<file path="src/rtl/mem_arbiter_if.sv">
// External memory port bundle: one transaction at a time, completed by bus_ack.
// The arbiter drives the master side; the memory controller is the slave.
interface mem_arbiter_if;
    logic        bus_req;
    logic        bus_wen;
    logic [31:0] bus_addr;
    logic [31:0] bus_wdata;
    logic [3:0]  bus_wmask;
    logic        bus_ack;
    logic [31:0] bus_rdata;

    modport master (
        output bus_req, bus_wen, bus_addr, bus_wdata, bus_wmask,
        input  bus_ack, bus_rdata
    );

    modport slave (
        input  bus_req, bus_wen, bus_addr, bus_wdata, bus_wmask,
        output bus_ack, bus_rdata
    );
endinterface

</file>
<file path="src/rtl/mem_arbiter.sv">
// Shares one external memory port between instruction fetch and the mem stage.
// The mem stage has priority, bounded by a fetch anti-starvation counter.
module mem_arbiter #(
    parameter int          MEM_BURST_MAX = 4,
    parameter logic [31:0] RESET_ADDR    = 32'h0000_0000
) (
    input  logic        clk,
    input  logic        reset,

    input  logic        fe_req,
    input  logic [31:0] fe_addr,
    input  logic        fe_flush,
    output logic        fe_ack,
    output logic [31:0] fe_data,

    input  logic        mem_req,
    input  logic        mem_wen,
    input  logic [31:0] mem_addr,
    input  logic [31:0] mem_wdata,
    input  logic [3:0]  mem_wmask,
    output logic        mem_ack,
    output logic [31:0] mem_rdata,

    mem_arbiter_if.master bus
);

    localparam int CNT_W = $clog2(MEM_BURST_MAX + 1);
    localparam logic [CNT_W-1:0] CNT_MAX = CNT_W'(MEM_BURST_MAX);

    typedef enum logic [1:0] {
        IDLE     = 2'd0,
        FE_BUSY  = 2'd1,
        MEM_BUSY = 2'd2
    } state_t;

    state_t           state;
    state_t           state_next;
    logic             grant_mem;
    logic             grant_fe;
    logic             squash;
    logic [CNT_W-1:0] starve_cnt;
    logic             starve_full;

    assign starve_full = (starve_cnt == CNT_MAX);

    // NOTE: every output of this block gets a default first so no path
    // through the case can leave a signal unassigned and infer a latch.
    always_comb begin
        state_next = state;
        grant_mem  = 1'b0;
        grant_fe   = 1'b0;
        unique case (state)
            IDLE: begin
                if (mem_req && !(fe_req && starve_full)) begin
                    grant_mem  = 1'b1;
                    state_next = MEM_BUSY;
                end else if (fe_req && !fe_flush) begin
                    grant_fe   = 1'b1;
                    state_next = FE_BUSY;
                end
            end
            FE_BUSY, MEM_BUSY: begin
                if (bus.bus_ack) state_next = IDLE;
            end
            default: state_next = IDLE;
        endcase
    end

    // Acks are routed combinationally on the bus_ack cycle; a redirect landing
    // on that same cycle still kills the fetch response.
    assign fe_ack    = !reset && bus.bus_ack && (state == FE_BUSY) && !squash && !fe_flush;
    assign mem_ack   = !reset && bus.bus_ack && (state == MEM_BUSY);
    assign fe_data   = bus.bus_rdata;
    assign mem_rdata = bus.bus_rdata;
    assign bus.bus_req = (state != IDLE);

    // NOTE: sequential state uses non-blocking assignments so every register
    // samples the pre-edge values, independent of statement order.
    always_ff @(posedge clk) begin
        if (reset) begin
            // NOTE: reset is synchronous, so an abort mid-transaction simply
            // returns to IDLE on this edge and bus_req falls with it.
            state         <= IDLE;
            squash        <= 1'b0;
            starve_cnt    <= '0;
            bus.bus_wen   <= 1'b0;
            bus.bus_addr  <= RESET_ADDR;
            bus.bus_wdata <= '0;
            bus.bus_wmask <= '0;
        end else begin
            state <= state_next;

            if (grant_mem) begin
                bus.bus_wen   <= mem_wen;
                bus.bus_addr  <= mem_addr;
                bus.bus_wdata <= mem_wdata;
                bus.bus_wmask <= mem_wen ? mem_wmask : 4'b0000;
            end else if (grant_fe) begin
                bus.bus_wen   <= 1'b0;
                bus.bus_addr  <= fe_addr;
                bus.bus_wmask <= 4'b0000;
            end

            if (state_next == IDLE)
                squash <= 1'b0;
            else if (state == FE_BUSY && fe_flush)
                squash <= 1'b1;

            // Counts mem grants that overtook a waiting fetch.
            if (grant_fe || (state == IDLE && !fe_req))
                starve_cnt <= '0;
            else if (grant_mem && fe_req && !starve_full)
                starve_cnt <= starve_cnt + 1'b1;
        end
    end

endmodule

</file>
<file path="src/flat_wrapper.sv">
// flat-port wrapper written by rule: the top's interface ports become plain ports
module mem_arbiter_flat 
#(
    parameter int          MEM_BURST_MAX = 4,
    parameter logic [31:0] RESET_ADDR    = 32'h0000_0000
)
  (clk, reset, fe_req, fe_addr, fe_flush, fe_ack, fe_data, mem_req, mem_wen, mem_addr, mem_wdata, mem_wmask, mem_ack, mem_rdata, bus_bus_req, bus_bus_wen, bus_bus_addr, bus_bus_wdata, bus_bus_wmask, bus_bus_ack, bus_bus_rdata);
  mem_arbiter_if bus_i ();
  input  logic clk;
  input  logic reset;
  input  logic fe_req;
  input  logic [31:0] fe_addr;
  input  logic fe_flush;
  output logic fe_ack;
  output logic [31:0] fe_data;
  input  logic mem_req;
  input  logic mem_wen;
  input  logic [31:0] mem_addr;
  input  logic [31:0] mem_wdata;
  input  logic [3:0] mem_wmask;
  output logic mem_ack;
  output logic [31:0] mem_rdata;
  output wire logic [$bits(bus_i.bus_req)-1:0] bus_bus_req;
  output wire logic [$bits(bus_i.bus_wen)-1:0] bus_bus_wen;
  output wire logic [$bits(bus_i.bus_addr)-1:0] bus_bus_addr;
  output wire logic [$bits(bus_i.bus_wdata)-1:0] bus_bus_wdata;
  output wire logic [$bits(bus_i.bus_wmask)-1:0] bus_bus_wmask;
  input wire logic [$bits(bus_i.bus_ack)-1:0] bus_bus_ack;
  input wire logic [$bits(bus_i.bus_rdata)-1:0] bus_bus_rdata;
  assign bus_bus_req = bus_i.bus_req;
  assign bus_bus_wen = bus_i.bus_wen;
  assign bus_bus_addr = bus_i.bus_addr;
  assign bus_bus_wdata = bus_i.bus_wdata;
  assign bus_bus_wmask = bus_i.bus_wmask;
  assign bus_i.bus_ack = bus_bus_ack;
  assign bus_i.bus_rdata = bus_bus_rdata;
  mem_arbiter #(.MEM_BURST_MAX(MEM_BURST_MAX), .RESET_ADDR(RESET_ADDR)) u_core (.clk(clk), .reset(reset), .fe_req(fe_req), .fe_addr(fe_addr), .fe_flush(fe_flush), .fe_ack(fe_ack), .fe_data(fe_data), .mem_req(mem_req), .mem_wen(mem_wen), .mem_addr(mem_addr), .mem_wdata(mem_wdata), .mem_wmask(mem_wmask), .mem_ack(mem_ack), .mem_rdata(mem_rdata), .bus(bus_i));
endmodule
</file>
<file path="config.mk">
export PLATFORM = sky130hd
export DESIGN_NAME = mem_arbiter_flat
export DESIGN_NICKNAME = d
export VERILOG_FILES = /design/src/rtl/mem_arbiter_if.sv /design/src/rtl/mem_arbiter.sv /design/src/flat_wrapper.sv
export SDC_FILE = /design/constraint.sdc
export NUM_CORES = 1
export LEC_CHECK = 0
export BUFFER_PORTS_ARGS = -buffer_cell sky130_fd_sc_hd__buf_2
export CAP_MARGIN = 20
export CORE_AREA = 2 2 108 110
export CTS_CLUSTER_SIZE = 20
export DETAILED_ROUTE_END_ITERATION = 10
export DIE_AREA = 0 0 110 112
export GPL_TIMING_DRIVEN = 0
export PLACE_DENSITY = 0.77
export SETUP_SLACK_MARGIN = 0.3
export SKIP_LAST_GASP = 1
export SYNTH_ARGS = -nofsm -noshare
export SYNTH_HDL_FRONTEND = slang
export SYNTH_SLANG_ARGS = --single-unit
</file>
<file path="constraint.sdc">
create_clock -name clk -period 3.95 [get_ports clk]
set_input_delay 0.395 -clock clk [delete_from_list [all_inputs] [get_ports clk]]
set_output_delay 0.395 -clock clk [all_outputs]
set_load 0.01 [all_outputs]
</file>
==> results by group <==
Run status
  – Outcome: complete, no violations

Die
  – Core area: 11200 sq um
  – Io pins: 275
  – Std cell rows: 39
  – Die W: 110 um
  – Die Span Y: 112 um
  – DIE AREA: 12300 sq um
  – Initial Util: 0.375

Synthesis
  – Leading area contributor after synthesis: dfxtp_1
  – Syn nets: 654
  – Adder-cell share of the synthesized area: 0.0179
  – FF+latch count, synth: 75
  – Top cells by count, synth: dfxtp_1, a21oi_1, buf_4
  – Synth Area in XOR/XNOR: 0
  – EDFF count, synth: 0
  – Dominant cells by area after synthesis: dfxtp_1, buf_4, a21oi_1, o21ai_0, o32a_1
  – Post-synthesis average cell area: 8.23 sq um
  – Ys async rst share: 0
  – Compound-Gate Fraction of Synth Area: 0.323
  – Post-synthesis mux area share: 0
  – Yosys cell types: 35
  – Post-synth top flop: dfxtp_1
  – Largest family of logic cells by synthesized area: compound AO/OA/AOI/OAI gates
  – Mapped Area: 4190 sq um
  – Synth Area in Simple Gates: 0.0803
  – Most frequent cell after synthesis: dfxtp_1
  – Sequential element share of the synthesized area: 0.358
  – Post-Syn Instances: 509
  – Share of the synthesized area in the top cell type: 0.358
  – Synth warnings: 0

Global route
  – Total gr overflow: 0
  – Total GRT Usage: 0.210
  – Vias in the first global route: 4295
  – Pin count of the biggest net entering global routing: 16
  – First-pass GRT wire length: 20.4 mm
  – Initial antenna violation count: 0

STA
  – Final Max Slew Viols: 0
  – Worst clock skew: 0.0117 ns
  – Setup TNS: 0 ns
  – Hold_ws: 0.304 ns
  – RSZ-0062 raised after global routing: no
  – Final setup vio count: 0
  – Tmin final: 2.06 ns
  – Worst rel slew slack: 0.651
  – Final worst path period share: 0.522
  – Fmax: 0.485 GHz
  – Hold Violations, Final: 0
  – Worst-Margin Slew: 0.524 ns

Drt
  – Initial DRT Pass Iterations: 4
  – Routed Wire Length: 13.4 mm
  – Vias per cell: 5.07
  – Post-route ant nets: 0
  – Iteration-0 DRC Markers: 270
  – Overall via count from detail_route: 4610
  – Wirelength per Cell: 14.7 um
  – DR DRC count: 0

Placement
  – Placed Instances: 894
  – DP HPWL: 10.1 mm
  – Gpl congestion: 0.791
  – Port bufs: 242

Setup path
  – Crit Path Class: reg2reg
  – Critical-path maximum fanout: 10
  – Startpoint Class: flop
  – Flop2flop setup slack: 1.89 ns
  – CP required: 4.22 ns
  – Worst Path Arrival: 2.33 ns
  – CP endpoint kind: flop

Pwr
  – Reg power frac: 0.374
  – P_sw: 0.647 mW
  – VDD IR max: 0.255 mV
  – Power Density: 383 nW/um^2
  – Leakage: 2.92 nW
  – Clk network pwr share: 0.406
  – Internal Power: 1.62 mW
  – Logic pwr share: 0.220
  – Switching Share: 0.286

Cells and area
  – N_diodes: 0
  – Area Growth Syn to Fin: 41.1%
  – Layout Cells excl Fill: 910
  – Nets: 907
  – Share of cells above drive strength 1: 0.460

Worst hold path
  – Worst Hold Class: in2reg

Clocking
  – CTS Root Cell: clkbuf_16
  – Num CTS Buffers: 9
  – Clock slew at reported path FFs: 0.07 ns
  – Sinks on Clock Net: 75
  – CTS hold repair buffers: 0
  – Skew-Pair Late Insertion Delay: 0.34 ns
  – Max clock buf depth: 2
  – H-tree levels: 3
  – Post CTS Setup Buffer Count: 0
  – CTS tree: yes
  – CTS resizes: 0

Job
  – Max Cap Violations: 0
## critical path: stages, from the launching register on
cell	delay, ns
dfxtp_1	0.41
inv_1	0.09
ha_1	0.19
buf_2	0.16
nand2_1	0.33
buf_2	0.31
buf_2	0.28
o31ai_1	0.09
a21oi_1	0.14
## cells by family (layout without fill, tap and decap cells)
family / count (synthesis) / in the layout
flops: 75 / 75
fa+ha+maj: 6 / 6
buf+inv: 155 / 413
simple gates: 63 / 63
compound gates: 210 / 210
## through the flow
stage / area (sq um) / worst slack [ns] / total power [mW] / util
3_5_place_dp: 5580 / 1.94 / 1.36 / 0.499
5_1_grt: 5910 / 1.72 / 2.38 / 0.529
2_1_floorplan: 4190 / 2.37 / 1.16 / -
3_3_place_gp: 5580 / 1.99 / 1.36 / 0.499
4_1_cts: 5910 / 1.91 / 2.29 / 0.529
6_report: 5910 / 1.89 / 2.27 / 0.529
## sequential cells by signal, summed over array words and instances (netlist names)
name and flops:
u_core.bus.bus_addr 32, u_core.bus.bus_wdata 32, u_core.bus.bus_wen 1, u_core.bus.bus_wmask 4
u_core.squash 1, u_core.starve_cnt 3, u_core.state 2
## layout make-up
type | instances | area [sq um]
plain buffers | 115 | 772
clock buffers | 9 | 225
clock inverters | 7 | 105
fillers | 1090 | 5260
inverters | 40 | 150
multi-input cells | 279 | 1770
flip-flops and latches | 75 | 1500
well taps | 143 | 179
repair buffers | 242 | 1210
## cell usage in the layout, fill, tap and decap left out, drive strengths merged
cell type and instances:
o21ai 66, nor2b 3, or3 2, o31ai 32, nand3 34, nand2 10, a21oi 67, a21boi 1
nor2 2, nand3b 2, and4 2, buf 331, inv 44, ha 6, clkbuf 35, a211oi 2
o32ai 6, o221ai 1, dfxtp 75, a31oi 1, o32a 32, and3b 1, and3 2, nand4 1
bufinv 2, nor3 1, o31a 1, clkinvlp 1, and2 2, o22ai 1, or3b 1
## power by group through the flow
stage | clock network (mW) | registers (mW) | logic [mW]
global placement | 0 | 0.861 | 0.495
floorplan | 0 | 0.888 | 0.267
detailed placement | 0 | 0.862 | 0.498
finish | 0.921 | 0.846 | 0.499
CTS | 0.944 | 0.846 | 0.499
global route | 0.976 | 0.853 | 0.554
## final timing paths
check	endpoint	cells after the start	start
min reg2reg	u_core.bus.bus_addr[8]$_SDFFE_PP0P_	2	u_core.bus.bus_addr[8]$_SDFFE_PP0P_
max	u_core.bus.bus_addr[20]$_SDFFE_PP0P_	8	u_core.state[0]$_SDFF_PP0_
max reg2reg	u_core.bus.bus_addr[20]$_SDFFE_PP0P_	8	u_core.state[0]$_SDFF_PP0_
min	u_core.bus.bus_wdata[1]$_SDFFE_PP0P_	3	mem_wdata[1]
## metal layers
metal,vias up,track usage,part of all wire
li1,2273,-,-
met1,2086,0.254,0.41
met2,226,0.358,0.48
met3,25,0.0533,0.088
met4,0,0.0675,0.022
met5,-,0,0
No activity file was read; power rests on OpenSTA's default activity.
